==> config.mk <==
export PLATFORM = sky130hd
export DESIGN_NAME = ram_block_engine
export DESIGN_NICKNAME = d
export VERILOG_FILES = /design/src/rtl/ram_block_pkg.sv /design/src/rtl/ram_block_engine.sv
export SDC_FILE = /design/constraint.sdc
export NUM_CORES = 1
export LEC_CHECK = 0
export BUFFER_PORTS_ARGS = -buffer_cell sky130_fd_sc_hd__buf_2
export CAP_MARGIN = 15
export CORE_UTILIZATION = 30
export CTS_CLUSTER_DIAMETER = 50
export DETAILED_ROUTE_END_ITERATION = 10
export HOLD_SLACK_MARGIN = 0.02
export PLACE_DENSITY = 0.52
export RECOVER_POWER = 50
export SETUP_SLACK_MARGIN = 0.4
export SLEW_MARGIN = 20
export SYNTH_ARGS = -nofsm -noshare
export SYNTH_HDL_FRONTEND = slang
export SYNTH_SLANG_ARGS = --single-unit
==> constraint.sdc <==
create_clock -name clk -period 5.46 [get_ports clk]
set_input_delay 1.092 -clock clk [delete_from_list [all_inputs] [get_ports clk]]
set_output_delay 1.092 -clock clk [all_outputs]
set_load 0.03 [all_outputs]
==> src/rtl/ram_block_pkg.sv <==
// Shared encodings for the RAM block engine: command opcodes and FSM states.
package ram_block_pkg;

  localparam logic [1:0] OP_FILL = 2'b00;
  localparam logic [1:0] OP_COPY = 2'b01;
  localparam logic [1:0] OP_SUM  = 2'b10;
  localparam logic [1:0] OP_NOP  = 2'b11;

  typedef enum logic [2:0] {
    IDLE     = 3'd0,
    FILL     = 3'd1,
    CP_RD    = 3'd2,
    CP_WR    = 3'd3,
    SUM_RD   = 3'd4,
    SUM_LAST = 3'd5,
    DONE     = 3'd6
  } state_t;

endpackage

==> src/rtl/ram_block_engine.sv <==
// Bulk memory engine driving a single-port synchronous RAM: FILL, COPY and
// 8-bit additive CHECKSUM over a wrapping address region, one command at a time.
module ram_block_engine
  import ram_block_pkg::*;
#(
  parameter int ram_width = 10
) (
  input  logic                 clk,
  input  logic                 rst_n,
  // Command handshake: a command is taken on the rising edge where
  // cmd_valid && cmd_ready; cmd_ready is high only while idle.
  input  logic                 cmd_valid,
  output logic                 cmd_ready,
  input  logic [1:0]           cmd_op,
  input  logic [ram_width-1:0] cmd_src,
  input  logic [ram_width-1:0] cmd_dst,
  input  logic [ram_width:0]   cmd_len,
  input  logic [7:0]           cmd_data,
  output logic                 busy,
  output logic                 done,
  output logic [7:0]           result,
  output logic                 ram_rw,
  output logic [ram_width-1:0] ram_addr,
  output logic [7:0]           ram_wdata,
  input  logic [7:0]           ram_rdata,
  output state_t               state_dbg
);

  localparam logic [ram_width:0]   LEN_ONE  = (ram_width+1)'(1);
  localparam logic [ram_width-1:0] ADDR_ONE = ram_width'(1);

  state_t               state;
  logic [ram_width-1:0] src_ptr;
  logic [ram_width-1:0] dst_ptr;
  logic [ram_width:0]   cnt;
  logic [7:0]           fill_q;
  logic [7:0]           acc;
  logic                 rd_pend;

  assign state_dbg = state;
  // A copy write forwards the byte read in the preceding CP_RD cycle.
  assign ram_wdata = (state == CP_WR) ? ram_rdata : fill_q;

  always_ff @(posedge clk or negedge rst_n) begin
    if (!rst_n) begin
      state     <= IDLE;
      src_ptr   <= '0;
      dst_ptr   <= '0;
      cnt       <= '0;
      fill_q    <= '0;
      acc       <= '0;
      rd_pend   <= 1'b0;
      result    <= '0;
      done      <= 1'b0;
      busy      <= 1'b0;
      cmd_ready <= 1'b1;
      ram_rw    <= 1'b0;
      ram_addr  <= '0;
    end else begin
      done <= 1'b0;
      case (state)
        IDLE: begin
          if (cmd_valid) begin
            busy      <= 1'b1;
            cmd_ready <= 1'b0;
            src_ptr   <= cmd_src;
            dst_ptr   <= cmd_dst;
            cnt       <= cmd_len;
            fill_q    <= cmd_data;
            acc       <= '0;
            rd_pend   <= 1'b0;
            if (cmd_len == '0 || cmd_op == OP_NOP) begin
              state <= DONE;
              done  <= 1'b1;
            end else if (cmd_op == OP_FILL) begin
              state    <= FILL;
              ram_rw   <= 1'b1;
              ram_addr <= cmd_dst;
            end else if (cmd_op == OP_COPY) begin
              state    <= CP_RD;
              ram_addr <= cmd_src;
            end else begin
              state    <= SUM_RD;
              ram_addr <= cmd_src;
            end
          end
        end
        FILL: begin
          if (cnt == LEN_ONE) begin
            state  <= DONE;
            done   <= 1'b1;
            ram_rw <= 1'b0;
          end else begin
            cnt      <= cnt - LEN_ONE;
            dst_ptr  <= dst_ptr + ADDR_ONE;
            ram_addr <= dst_ptr + ADDR_ONE;
          end
        end
        CP_RD: begin
          state    <= CP_WR;
          ram_rw   <= 1'b1;
          ram_addr <= dst_ptr;
        end
        CP_WR: begin
          ram_rw <= 1'b0;
          if (cnt == LEN_ONE) begin
            state <= DONE;
            done  <= 1'b1;
          end else begin
            state    <= CP_RD;
            cnt      <= cnt - LEN_ONE;
            src_ptr  <= src_ptr + ADDR_ONE;
            dst_ptr  <= dst_ptr + ADDR_ONE;
            ram_addr <= src_ptr + ADDR_ONE;
          end
        end
        SUM_RD: begin
          // Read data lags the address by one cycle, so the first read adds nothing.
          if (rd_pend) acc <= acc + ram_rdata;
          rd_pend <= 1'b1;
          if (cnt == LEN_ONE) begin
            state <= SUM_LAST;
          end else begin
            cnt      <= cnt - LEN_ONE;
            src_ptr  <= src_ptr + ADDR_ONE;
            ram_addr <= src_ptr + ADDR_ONE;
          end
        end
        SUM_LAST: begin
          result <= acc + ram_rdata;
          state  <= DONE;
          done   <= 1'b1;
        end
        DONE: begin
          state     <= IDLE;
          busy      <= 1'b0;
          cmd_ready <= 1'b1;
        end
        default: state <= IDLE;
      endcase
    end
  end

endmodule

==> metrics <==
status=complete, but fails checks; failing checks=DRC; die area=16700 sq um; grt total ovfl=0; fin crit share=66.1%; cell with the most instances after synthesis=nand2_1; max-cap violation count=0; Reg clk slew, reported paths=60 ps; final worst setup slack=1850 ps; Design Area, Final=5690 sq um; Synth top cells by count=nand2_1 (85), dfrtp_1 (72), o21ai_0 (55); CP arrival=2520 ps; Internal=1.86 mW; post-cts resize count=0; CTS H-tree depth=3; DR vias=4680; CTS Sinks=73; maximum number of pins on one net before global-route repair=74; Sum Neg Setup Slack=0 ps; fin cells=868; synth warn=0; post-synthesis compound-gate area fraction=25.3%; Gate power share=53.0%; critical path peak fanout=31; Period minus WS final=3610 ps; TritonCTS clock tree=done; r2r setup slk=2110 ps; Inserted Clock Buffers=9; Yosys top cell by area=dfrtp_1; die span in x=129 um; n_diodes=0; Setup Fix Bufs, Post-CTS=0; share of layout cells above drive strength 1=17.6%; ranking of synthesized cells by area=dfrtp_1 (37%), nand2_1 (6.6%), o21ai_0 (5.7%), a21oi_1 (5.3%), nor2_1 (3.3%); number of I/O port buffers=84; DRC Markers=1; Layout area overhead=17.3%; WL/cell=17.9 um; Core Area=15800 sq um; Worst VDD drop=275 uV; register bit total from synthesis=73; post-route antenna net violation count=0; Lkg Pwr=2.46 nW; vias per inst=5.39; CTS Buffer Depth=2; post-synthesis adder-cell area fraction=3.25%; Critical Path Source Type=flip-flop; post-place setup slack=2220 ps; simple-gate area share of the yosys netlist=19.8%; largest family of logic cells by synthesized area=compound AO/OA/AOI/OAI gates; clk_lat worst skew=350 ps; Netlist cell types=65; fmax=0.277 GHz; Die H=129 um; first-pass GRT wire length=24.5 mm; CP endpoint kind=output pin; post-synthesis mux area share=5.93%; Post-synth ARST share=100%; syn avg cell area=8.31 sq um; ys flop type=dfrtp_1; share of the synthesized area in the top cell type=37.1%; sequential area share after synthesis=37.7%; worst min path class=reg2reg; DRT iter0 DRCs=376; Hold Buf Count CTS=0; gpl congestion=0.896; relative max-transition margin=37.0%; post-DP HPWL=11.3 mm; WL final=15.6 mm; Placed Instances=852; nets@finish=711; synthesized area=4850 sq um; Root Driver=clkbuf_16; Hold Vio Cnt, Final=0; Top Ports=85; post-synthesis xor/xnor area fraction=3.71%; Least-Margin Pin Slew=937 ps; FP Rows=46; Setup Skew=6.43 ps; initial core utilization=30.7%; share of power burned in registers=30.2%; initial antenna violation count=0; Max Slew Vio Count=0; final setup vio count=0; Req. time, crit path=4370 ps; Net Count, Synth=648; net load switching power=1.75 mW; critical path class=reg2out; clock power share=16.8%; PD cells=634 nW/um^2; vias in the first global route=4484; RSZ-0062 raised after global routing=false; sw frac=48.5%; drt first pass iters=8; number of enable flip-flop cells after synthesis=0; post-synthesis cell count=584; area of placed instances=5410 sq um; GRT Total Usage=19.4%
-- kinds of logic (layout without fill, tap and decap cells) --
kind of cell             after synthesis  count (layout)
AND/OR/NAND/NOR                      208             208
AO/OA/AOI/OAI                        197             197
flip-flops                            73              73
buffers and inverters                 49             117
multiplexers                          26              26
XOR/XNOR                              19              19
adder cells (fa/ha/maj)               12              12
-- layout make-up --
type	count	area, sq um
well taps	216	270
repair buffers	87	433
inverters	14	52.6
flip-flops and latches	73	1830
clock inverters	7	70.1
clock buffers	9	225
fillers	1677	10100
multi-input cells	462	2810
-- power groups by stage --
stage	Clock [mW]	Combinational, mW	Sequential [mW]
floorplan	0	1.37	1.13
global placement	0	1.90	1.09
detailed placement	0	1.91	1.09
CTS	0.624	1.92	1.08
global route	0.646	2.11	1.13
finish	0.606	1.91	1.09
-- per-stage QoR --
step | total power, mW | hold slack (ps) | util [%]
floorplan | 2.50 | 440 | -
global placement | 2.98 | 460 | 34.2
detailed placement | 3.00 | 458 | 34.2
CTS | 3.63 | 476 | 36.0
global route | 3.89 | 494 | 36.0
finish | 3.61 | 472 | 36.0
-- path summary, 6_finish.rpt --
| kind | depth (start not counted) | endpoint | start |
|---|---|---|---|
| max | 3 | ram_wdata[3] | state_dbg[1] |
| min | 2 | fill_q[6] | fill_q[6] |
| max reg2reg | 5 | cnt[7] | state_dbg[2] |
| min reg2reg | 2 | fill_q[6] | fill_q[6] |
| max in group asynchronous | 1 | result[1] | rst_n |
| min in group asynchronous | 1 | cnt[6] | rst_n |
-- state kept, by name, summed over array words and instances, names as in the netlist --
register	flops
rd_pend	1
cnt	11
src_ptr	10
busy	1
state_dbg	3
acc	8
dst_ptr	10
fill_q	8
done	1
cmd_ready	1
ram_addr	10
ram_rw	1
result	8
-- placed cells by master, fill, tap and decap left out, types with 11 or more instances in the layout --
cell | Yosys | final
ha_1 | 11 | 11
a22oi_1 | 13 | 13
a31oi_1 | 14 | 14
nor2_1 | 43 | 44
buf_2 | 14 | 70
mux2_2 | 12 | 12
nor3_1 | 13 | 13
dfrtp_1 | 72 | 72
o21ai_0 | 55 | 54
nand3_1 | 20 | 20
xnor2_1 | 11 | 11
a21oi_1 | 51 | 51
mux2i_1 | 13 | 13
nand2_1 | 85 | 85
clkbuf_1 | 17 | 13
inv_1 | 13 | 13
-- layer usage --
metal	vias up	part of all wire, %	track usage (%)
met5	-	0	0
met4	0	2.1	6.44
met3	21	5.8	4.95
met2	159	45	29.7
met1	2237	47	26.5
li1	2263	-	-
-- critical path: stages (launching register included) --
cell and delay [ps]:
dfrtp_1 960, nand3b_1 570, mux2_2 450, buf_2 180
No activity file was read; power rests on OpenSTA's default activity.
